`config.mk`:
```
export PLATFORM = sky130hd
export DESIGN_NAME = print_arb_flat
export DESIGN_NICKNAME = d
export VERILOG_FILES = /design/src/rtl/print_arb_pkg.sv /design/src/rtl/print_arb_if.sv /design/src/rtl/print_arb_rr_pick.sv /design/src/rtl/print_arb.sv /design/src/flat_wrapper.sv
export SDC_FILE = /design/constraint.sdc
export NUM_CORES = 1
export LEC_CHECK = 0
export ABC_AREA = 1
export BUFFER_PORTS_ARGS = -buffer_cell sky130_fd_sc_hd__buf_4
export CORE_ASPECT_RATIO = 0.9
export CORE_MARGIN = 10
export CORE_UTILIZATION = 38
export CTS_BUF_LIST = sky130_fd_sc_hd__clkbuf_2 sky130_fd_sc_hd__clkbuf_4 sky130_fd_sc_hd__clkbuf_8
export CTS_CLUSTER_DIAMETER = 100
export DETAILED_ROUTE_END_ITERATION = 8
export PLACE_DENSITY = 0.67
export SKIP_LAST_GASP = 1
export SYNTH_ARGS = -nofsm -noshare
export SYNTH_HDL_FRONTEND = slang
export SYNTH_SLANG_ARGS = --single-unit
```
`constraint.sdc`:
```
create_clock -name clk -period 2.5 [get_ports clk]
set_input_delay 0 -clock clk [delete_from_list [all_inputs] [get_ports clk]]
set_output_delay 0 -clock clk [all_outputs]
set_load 0.05 [all_outputs]
```
`src/rtl/print_arb_pkg.sv`:
```
// Shared types for the debug print arbiter: FSM states, data width and the
// pointer-width helper used by the arbiter and its round-robin picker.
package print_arb_pkg;

  localparam int DATA_W = 32;

  typedef enum logic [1:0] {
    IDLE  = 2'd0,
    ISSUE = 2'd1,
    WAIT  = 2'd2,
    DONE  = 2'd3
  } state_e;

  // Width of a requester index; never below one bit.
  function automatic int ptr_w(input int n);
    return (n > 1) ? $clog2(n) : 1;
  endfunction

endpackage

```
`src/rtl/print_arb_if.sv`:
```
// Bundle of requester-side and PRINT-side signals around print_arb.
// slave = arbiter view, master = requesters plus PRINT view.
interface print_arb_if
  import print_arb_pkg::*;
#(
  parameter int N_REQ = 4
);

  logic [N_REQ-1:0]        req_i;
  logic [N_REQ-1:0]        type_i;
  logic [DATA_W*N_REQ-1:0] dout_i;
  logic [N_REQ-1:0]        ack_o;
  logic [N_REQ-1:0]        gnt_o;
  logic                    busy_o;
  logic                    req_tx;
  logic                    type_tx;
  logic [DATA_W-1:0]       dout_tx;
  logic                    ack_tx;
  logic                    tmo_o;

  modport slave (
    input  req_i, type_i, dout_i, ack_tx,
    output ack_o, gnt_o, busy_o, req_tx, type_tx, dout_tx, tmo_o
  );

  modport master (
    output req_i, type_i, dout_i, ack_tx,
    input  ack_o, gnt_o, busy_o, req_tx, type_tx, dout_tx, tmo_o
  );

endinterface

```
`src/rtl/print_arb_rr_pick.sv`:
```
// Combinational round-robin picker: first set request at or after ptr,
// wrapping mod N. Returns one-hot grant and its index.
module rr_pick
  import print_arb_pkg::*;
#(
  parameter int N  = 4,
  parameter int PW = ptr_w(N)
) (
  input  logic [N-1:0]  req,
  input  logic [PW-1:0] ptr,
  output logic [N-1:0]  gnt,
  output logic [PW-1:0] idx
);

  logic found;
  int   k;

  always_comb begin
    gnt   = '0;
    idx   = '0;
    found = 1'b0;
    k     = 0;
    for (int i = 0; i < N; i++) begin
      k = int'(ptr) + i;
      if (k >= N) k = k - N;
      if (!found && req[k]) begin
        found  = 1'b1;
        gnt[k] = 1'b1;
        idx    = PW'(k);
      end
    end
  end

endmodule

```
`src/rtl/print_arb.sv`:
```
// Round-robin arbiter sharing one PRINT/UART path between debug requesters.
// Optional WAIT watchdog enabled by defining PRINT_ARB_TIMEOUT_EN.
module print_arb
  import print_arb_pkg::*;
#(
  parameter int          N_REQ       = 4,
  parameter logic [31:0] TIMEOUT_CYC = 32'd2_000_000
) (
  input logic        clk,
  input logic        rst,
  print_arb_if.slave bus
);

  localparam int PW = ptr_w(N_REQ);

  state_e             state_q, state_d;
  logic [N_REQ-1:0]   gnt_q, gnt_d;
  logic [N_REQ-1:0]   ack_q, ack_d;
  logic [PW-1:0]      ptr_q, ptr_d;
  logic [PW-1:0]      idx_q, idx_d;
  logic [DATA_W-1:0]  dout_q, dout_d;
  logic               type_q, type_d;
  logic               req_tx_q, req_tx_d;
  logic               busy_q, busy_d;
  logic               tmo_q, tmo_d;
  logic               tmo_hit;

  logic [N_REQ-1:0]   pick_gnt;
  logic [PW-1:0]      pick_idx;

  rr_pick #(
    .N  (N_REQ),
    .PW (PW)
  ) u_pick (
    .req (bus.req_i),
    .ptr (ptr_q),
    .gnt (pick_gnt),
    .idx (pick_idx)
  );

  // Explicit wrap so non-power-of-two N_REQ never lands on an unused index.
  function automatic logic [PW-1:0] ptr_next(input logic [PW-1:0] w);
    return (int'(w) == N_REQ - 1) ? '0 : w + 1'b1;
  endfunction

`ifdef PRINT_ARB_TIMEOUT_EN
  logic [31:0] cnt_q, cnt_d;

  // cnt_q counts completed WAIT cycles; the last one fires the watchdog.
  assign tmo_hit = (cnt_q == TIMEOUT_CYC - 32'd1);
  assign cnt_d   = (state_q == WAIT) ? cnt_q + 32'd1 : '0;

  always_ff @(posedge clk) begin
    if (rst) cnt_q <= '0;
    else     cnt_q <= cnt_d;
  end
`else
  logic unused_timeout;

  assign tmo_hit        = 1'b0;
  assign unused_timeout = ^TIMEOUT_CYC;
`endif

  always_comb begin
    state_d  = state_q;
    gnt_d    = gnt_q;
    idx_d    = idx_q;
    ptr_d    = ptr_q;
    dout_d   = dout_q;
    type_d   = type_q;
    ack_d    = '0;
    req_tx_d = 1'b0;
    tmo_d    = 1'b0;
    case (state_q)
      IDLE: begin
        if (|bus.req_i) begin
          state_d  = ISSUE;
          gnt_d    = pick_gnt;
          idx_d    = pick_idx;
          dout_d   = bus.dout_i[int'(pick_idx)*DATA_W +: DATA_W];
          type_d   = bus.type_i[pick_idx];
          req_tx_d = 1'b1;
        end
      end
      ISSUE: begin
        if (bus.ack_tx) begin
          state_d = DONE;
          ack_d   = gnt_q;
        end else begin
          state_d = WAIT;
        end
      end
      WAIT: begin
        if (bus.ack_tx) begin
          state_d = DONE;
          ack_d   = gnt_q;
        end else if (tmo_hit) begin
          // Watchdog skips DONE: acknowledge, release and rotate in one step.
          state_d = IDLE;
          ack_d   = gnt_q;
          tmo_d   = 1'b1;
          gnt_d   = '0;
          ptr_d   = ptr_next(idx_q);
        end
      end
      DONE: begin
        state_d = IDLE;
        gnt_d   = '0;
        ptr_d   = ptr_next(idx_q);
      end
      default: state_d = IDLE;
    endcase
    busy_d = (state_d != IDLE);
  end

  always_ff @(posedge clk) begin
    if (rst) begin
      state_q  <= IDLE;
      gnt_q    <= '0;
      idx_q    <= '0;
      ptr_q    <= '0;
      dout_q   <= '0;
      type_q   <= 1'b0;
      ack_q    <= '0;
      req_tx_q <= 1'b0;
      busy_q   <= 1'b0;
      tmo_q    <= 1'b0;
    end else begin
      state_q  <= state_d;
      gnt_q    <= gnt_d;
      idx_q    <= idx_d;
      ptr_q    <= ptr_d;
      dout_q   <= dout_d;
      type_q   <= type_d;
      ack_q    <= ack_d;
      req_tx_q <= req_tx_d;
      busy_q   <= busy_d;
      tmo_q    <= tmo_d;
    end
  end

  assign bus.ack_o   = ack_q;
  assign bus.gnt_o   = gnt_q;
  assign bus.busy_o  = busy_q;
  assign bus.req_tx  = req_tx_q;
  assign bus.type_tx = type_q;
  assign bus.dout_tx = dout_q;
  assign bus.tmo_o   = tmo_q;

endmodule
```
`src/flat_wrapper.sv`:
```
// flat-port wrapper written by rule: the top's interface ports become plain ports
module print_arb_flat import print_arb_pkg::*;
#(
  parameter int          N_REQ       = 4,
  parameter logic [31:0] TIMEOUT_CYC = 32'd2_000_000
)
  (clk, rst, bus_req_i, bus_type_i, bus_dout_i, bus_ack_tx, bus_ack_o, bus_gnt_o, bus_busy_o, bus_req_tx, bus_type_tx, bus_dout_tx, bus_tmo_o);
  print_arb_if #(.N_REQ(N_REQ)) bus_i ();
  input logic clk;
  input logic rst;
  input wire logic [$bits(bus_i.req_i)-1:0] bus_req_i;
  input wire logic [$bits(bus_i.type_i)-1:0] bus_type_i;
  input wire logic [$bits(bus_i.dout_i)-1:0] bus_dout_i;
  input wire logic [$bits(bus_i.ack_tx)-1:0] bus_ack_tx;
  output wire logic [$bits(bus_i.ack_o)-1:0] bus_ack_o;
  output wire logic [$bits(bus_i.gnt_o)-1:0] bus_gnt_o;
  output wire logic [$bits(bus_i.busy_o)-1:0] bus_busy_o;
  output wire logic [$bits(bus_i.req_tx)-1:0] bus_req_tx;
  output wire logic [$bits(bus_i.type_tx)-1:0] bus_type_tx;
  output wire logic [$bits(bus_i.dout_tx)-1:0] bus_dout_tx;
  output wire logic [$bits(bus_i.tmo_o)-1:0] bus_tmo_o;
  assign bus_i.req_i = bus_req_i;
  assign bus_i.type_i = bus_type_i;
  assign bus_i.dout_i = bus_dout_i;
  assign bus_i.ack_tx = bus_ack_tx;
  assign bus_ack_o = bus_i.ack_o;
  assign bus_gnt_o = bus_i.gnt_o;
  assign bus_busy_o = bus_i.busy_o;
  assign bus_req_tx = bus_i.req_tx;
  assign bus_type_tx = bus_i.type_tx;
  assign bus_dout_tx = bus_i.dout_tx;
  assign bus_tmo_o = bus_i.tmo_o;
  print_arb #(.N_REQ(N_REQ), .TIMEOUT_CYC(TIMEOUT_CYC)) u_core (.clk(clk), .rst(rst), .bus(bus_i));
endmodule
```
==> flow_summary_export.csv <==
group,metric,value,unit
global_route,antenna_found_initial,0,
sta,hold_viol,0,
drt,drt-vias-per-instance,4.779,
cells_and_area,drive_above_1_share,27.39,%
synthesis,yosysWarnings,0,
cells_and_area,final_cell_mix,"buf_4, nand2_1, nand3_1, inv_1, nor2_1",
drt,routed-via-count,4717,
die,die_h,116.2,um
setup_path,critPathMaxFanout,11,
cts,cts-buffers-inserted,5,
cells_and_area,final_util,55.38,%
cells_and_area,fin_area,5627,um2
sta,fin_crit_sh,92.81,%
cts,cts-root-buf,"clkbuf_8",
global_route,grtUsageMet1,20.80,%
drt,routedWlPerCell,14.27,um
cts,cts.sinks,49,
drt,post-route-drc-count,0,
global_route,use_met3,4.265,%
global_route,global_route.usage.total,17.63,%
placement,port_buffers,181,
global_route,grt_max_degree,57,
setup_path,worstPathRequired,2690,ps
cts,cts_buffer_depth,2,
synthesis,ys_ff_latch,49,
sta,setup_viol,0,
global_route,use_met2,31.16,%
hold_path,hold_class,"in -> reg",
setup_path,setup.worst_path.start_class,"flop",
drt,postRouteAntennaNets,0,
drt,routed_wl,14090,um
synthesis,synth_area_per_cell,5.726,um2
synthesis,synth_nets,831,
sta,period_needed,2320,ps
cells_and_area,multiInputGateArea,2195,um2
sta,slew_viol_final,0,
run,maxCapViolations,0,
die,initial_core_util,38.44,%
sta,skew,3.956,ps
global_route,grt-busiest-layer,"met2",
global_route,grt_pass1_wl,21980,um
sta,rsz0062_at_grt,"yes",
power_and_ir_drop,power.density,940.3,nW/um2
global_route,first_global_vias,4684,
cells_and_area,layout_commonest_cell,"buf_4",
synthesis,synthDistinctLibCells,26,
setup_path,critical_path_class,"reg -> reg",
placement,gp_congestion,0.8993,
cells_and_area,layout.nets,1007,
setup_path,end_kind,"flop",
die,die_x,126.9,um
synthesis,netlist_instances,682,
placement,dp_hpwl,10770,um
sta,tns,0,ps
cts,cts_max_level,2,
cells_and_area,area_growth,44.09,%
synthesis,netlist_area,3905,um2
cts,path_clk_slew,90,ps
power_and_ir_drop,ir_drop,0.4321,mV
cells_and_area,diodes,0,
power_and_ir_drop,leakage,3.362,nW
sta,worst_slack,179.8,ps
sta,fmax,431.0,MHz
setup_path,r2r_setup_slack,180,ps
sta,slew_headroom,48.89,%
cts,clk_latency,300,ps
die,rows,35,
setup_path,crit_arrival,2510,ps
die,dieArea,14740,um2
cells_and_area,register_area,980.9,um2
drt,drt_iter0_markers,369,
sta,worstMarginPinSlew,763.8,ps
die,io_pins,183,
placement,post_dp_cell_area,5339,um2
drt,dr.pass1.iters,5,
synthesis,ys_seq_area_share,25.12,%
cts,cts_tree,"done",
die,core,10160,um2
outcome,outcome,"completed",
cells_and_area,n_fill_cell,1038,
global_route,grt_overflow,0,
placement,pre_cts_ws,124.0,ps
-- synthesized netlist by cell type --
| cell type | instances | area, um2 |
|---|---|---|
| nor2_4 | 1 | 11.26 |
| nand2_1 | 168 | 630.6 |
| nor2_2 | 2 | 12.51 |
| nand2_2 | 13 | 81.33 |
| o21ai_0 | 4 | 20.02 |
| inv_1 | 132 | 495.5 |
| nor2_8 | 1 | 20.02 |
| nand3_2 | 3 | 30.03 |
| dfxtp_1 | 49 | 980.9 |
| inv_2 | 5 | 18.77 |
| a22oi_1 | 3 | 22.52 |
| buf_4 | 6 | 45.04 |
| o31a_1 | 1 | 8.760 |
| ha_1 | 10 | 125.1 |
| a21boi_0 | 1 | 7.510 |
| o211a_1 | 1 | 10.01 |
| o211ai_1 | 11 | 82.58 |
| clkbuf_1 | 12 | 45.04 |
| a21oi_1 | 11 | 55.05 |
| nor2_1 | 78 | 292.8 |
| conb_1 | 1 | 3.750 |
| buf_2 | 16 | 80.08 |
| nand2_4 | 4 | 45.04 |
| nand4_1 | 3 | 18.77 |
| nand3_1 | 141 | 705.7 |
| buf_6 | 5 | 56.30 |
-- metrics by stage --
stage | power [mW] | cells | hold WS (ps)
detailed placement | 4.616 | 965 | 256.6
global route | 5.739 | 987 | 34.62
global placement | 4.557 | 965 | 255.9
CTS | 5.200 | 982 | 9.342
finish | 5.291 | 987 | 20.83
floorplan | 3.645 | 682 | 160.6
-- area by class of cell --
class                   count  area share [%]
multi-input cells         457           39.00
well taps                 129           2.869
flip-flops and latches     49           17.43
clock buffers               5           1.223
clock inverters             2          0.6226
repair buffers            208           29.66
inverters                 137           9.184
-- what timing repair did --
| action | CTS | global route |
|---|---|---|
| hold endpoints to repair | 10 | 0 |
| resized for setup | 0 | 6 |
| hold buffers | 10 | 0 |
| endpoints found under the setup margin | 0 | 28 |
| setup buffers | 0 | 4 |
-- cell families after synthesis --
| group | synth area share, % |
|---|---|
| and+or+nand+nor | 47.32 |
| buffers and inverters | 18.97 |
| DFF | 25.12 |
| AOI/OAI and AO/OA | 5.287 |
| adders and majority gates | 3.204 |
| other | 0.09603 |
-- worst max-delay path, stage by stage, from the launching register on --
cell	delay [ps]
dfxtp_1	330
inv_2	140
ha_2	330
inv_1	110
nand3_1	110
nand2_2	120
nor2_4	70
nor2_2	120
nand2_4	170
nand2_8	170
buf_4	150
inv_2	90
o211ai_1	220
nand2_1	80
-- state kept, by name, indices dropped and copies added (netlist names) --
name,cells
u_core.state_q,2
u_core.bus.dout_tx,32
u_core.ptr_q,2
u_core.bus.ack_o,4
u_core.bus.busy_o,1
u_core.bus.gnt_o,4
u_core.bus.type_tx,1
u_core.idx_q,2
u_core.bus.req_tx,1
-- per-layer routing --
metal	vias up	share of wire [%]
met5	-	0
met4	0	1.6
met3	17	6.5
met2	175	50
met1	2098	42
li1	2427	-
-- power by group --
part           switching (mW)  internal [mW]  leakage [nW]
Combinational            2.32           1.22          2.90
Clock                   0.268          0.291        0.0540
Sequential              0.154           1.04         0.405
Total                    2.75           2.54          3.36
-- path summary, 6_finish.rpt --
| path | from | end | depth (start not counted) |
|---|---|---|---|
| setup / recovery | u_core.ptr_q[0]$_SDFFE_PP0P_ | u_core.bus.dout_tx[4]$_SDFFE_PP0P_ | 13 |
| setup reg to reg | u_core.ptr_q[0]$_SDFFE_PP0P_ | u_core.bus.dout_tx[4]$_SDFFE_PP0P_ | 13 |
| hold reg to reg | u_core.bus.gnt_o[0]$_SDFFE_PP0P_ | u_core.bus.ack_o[0]$_SDFF_PP0_ | 2 |
| hold / removal | bus_ack_tx | u_core.bus.ack_o[2]$_SDFF_PP0_ | 3 |
(Power assumes the default switching activity.)
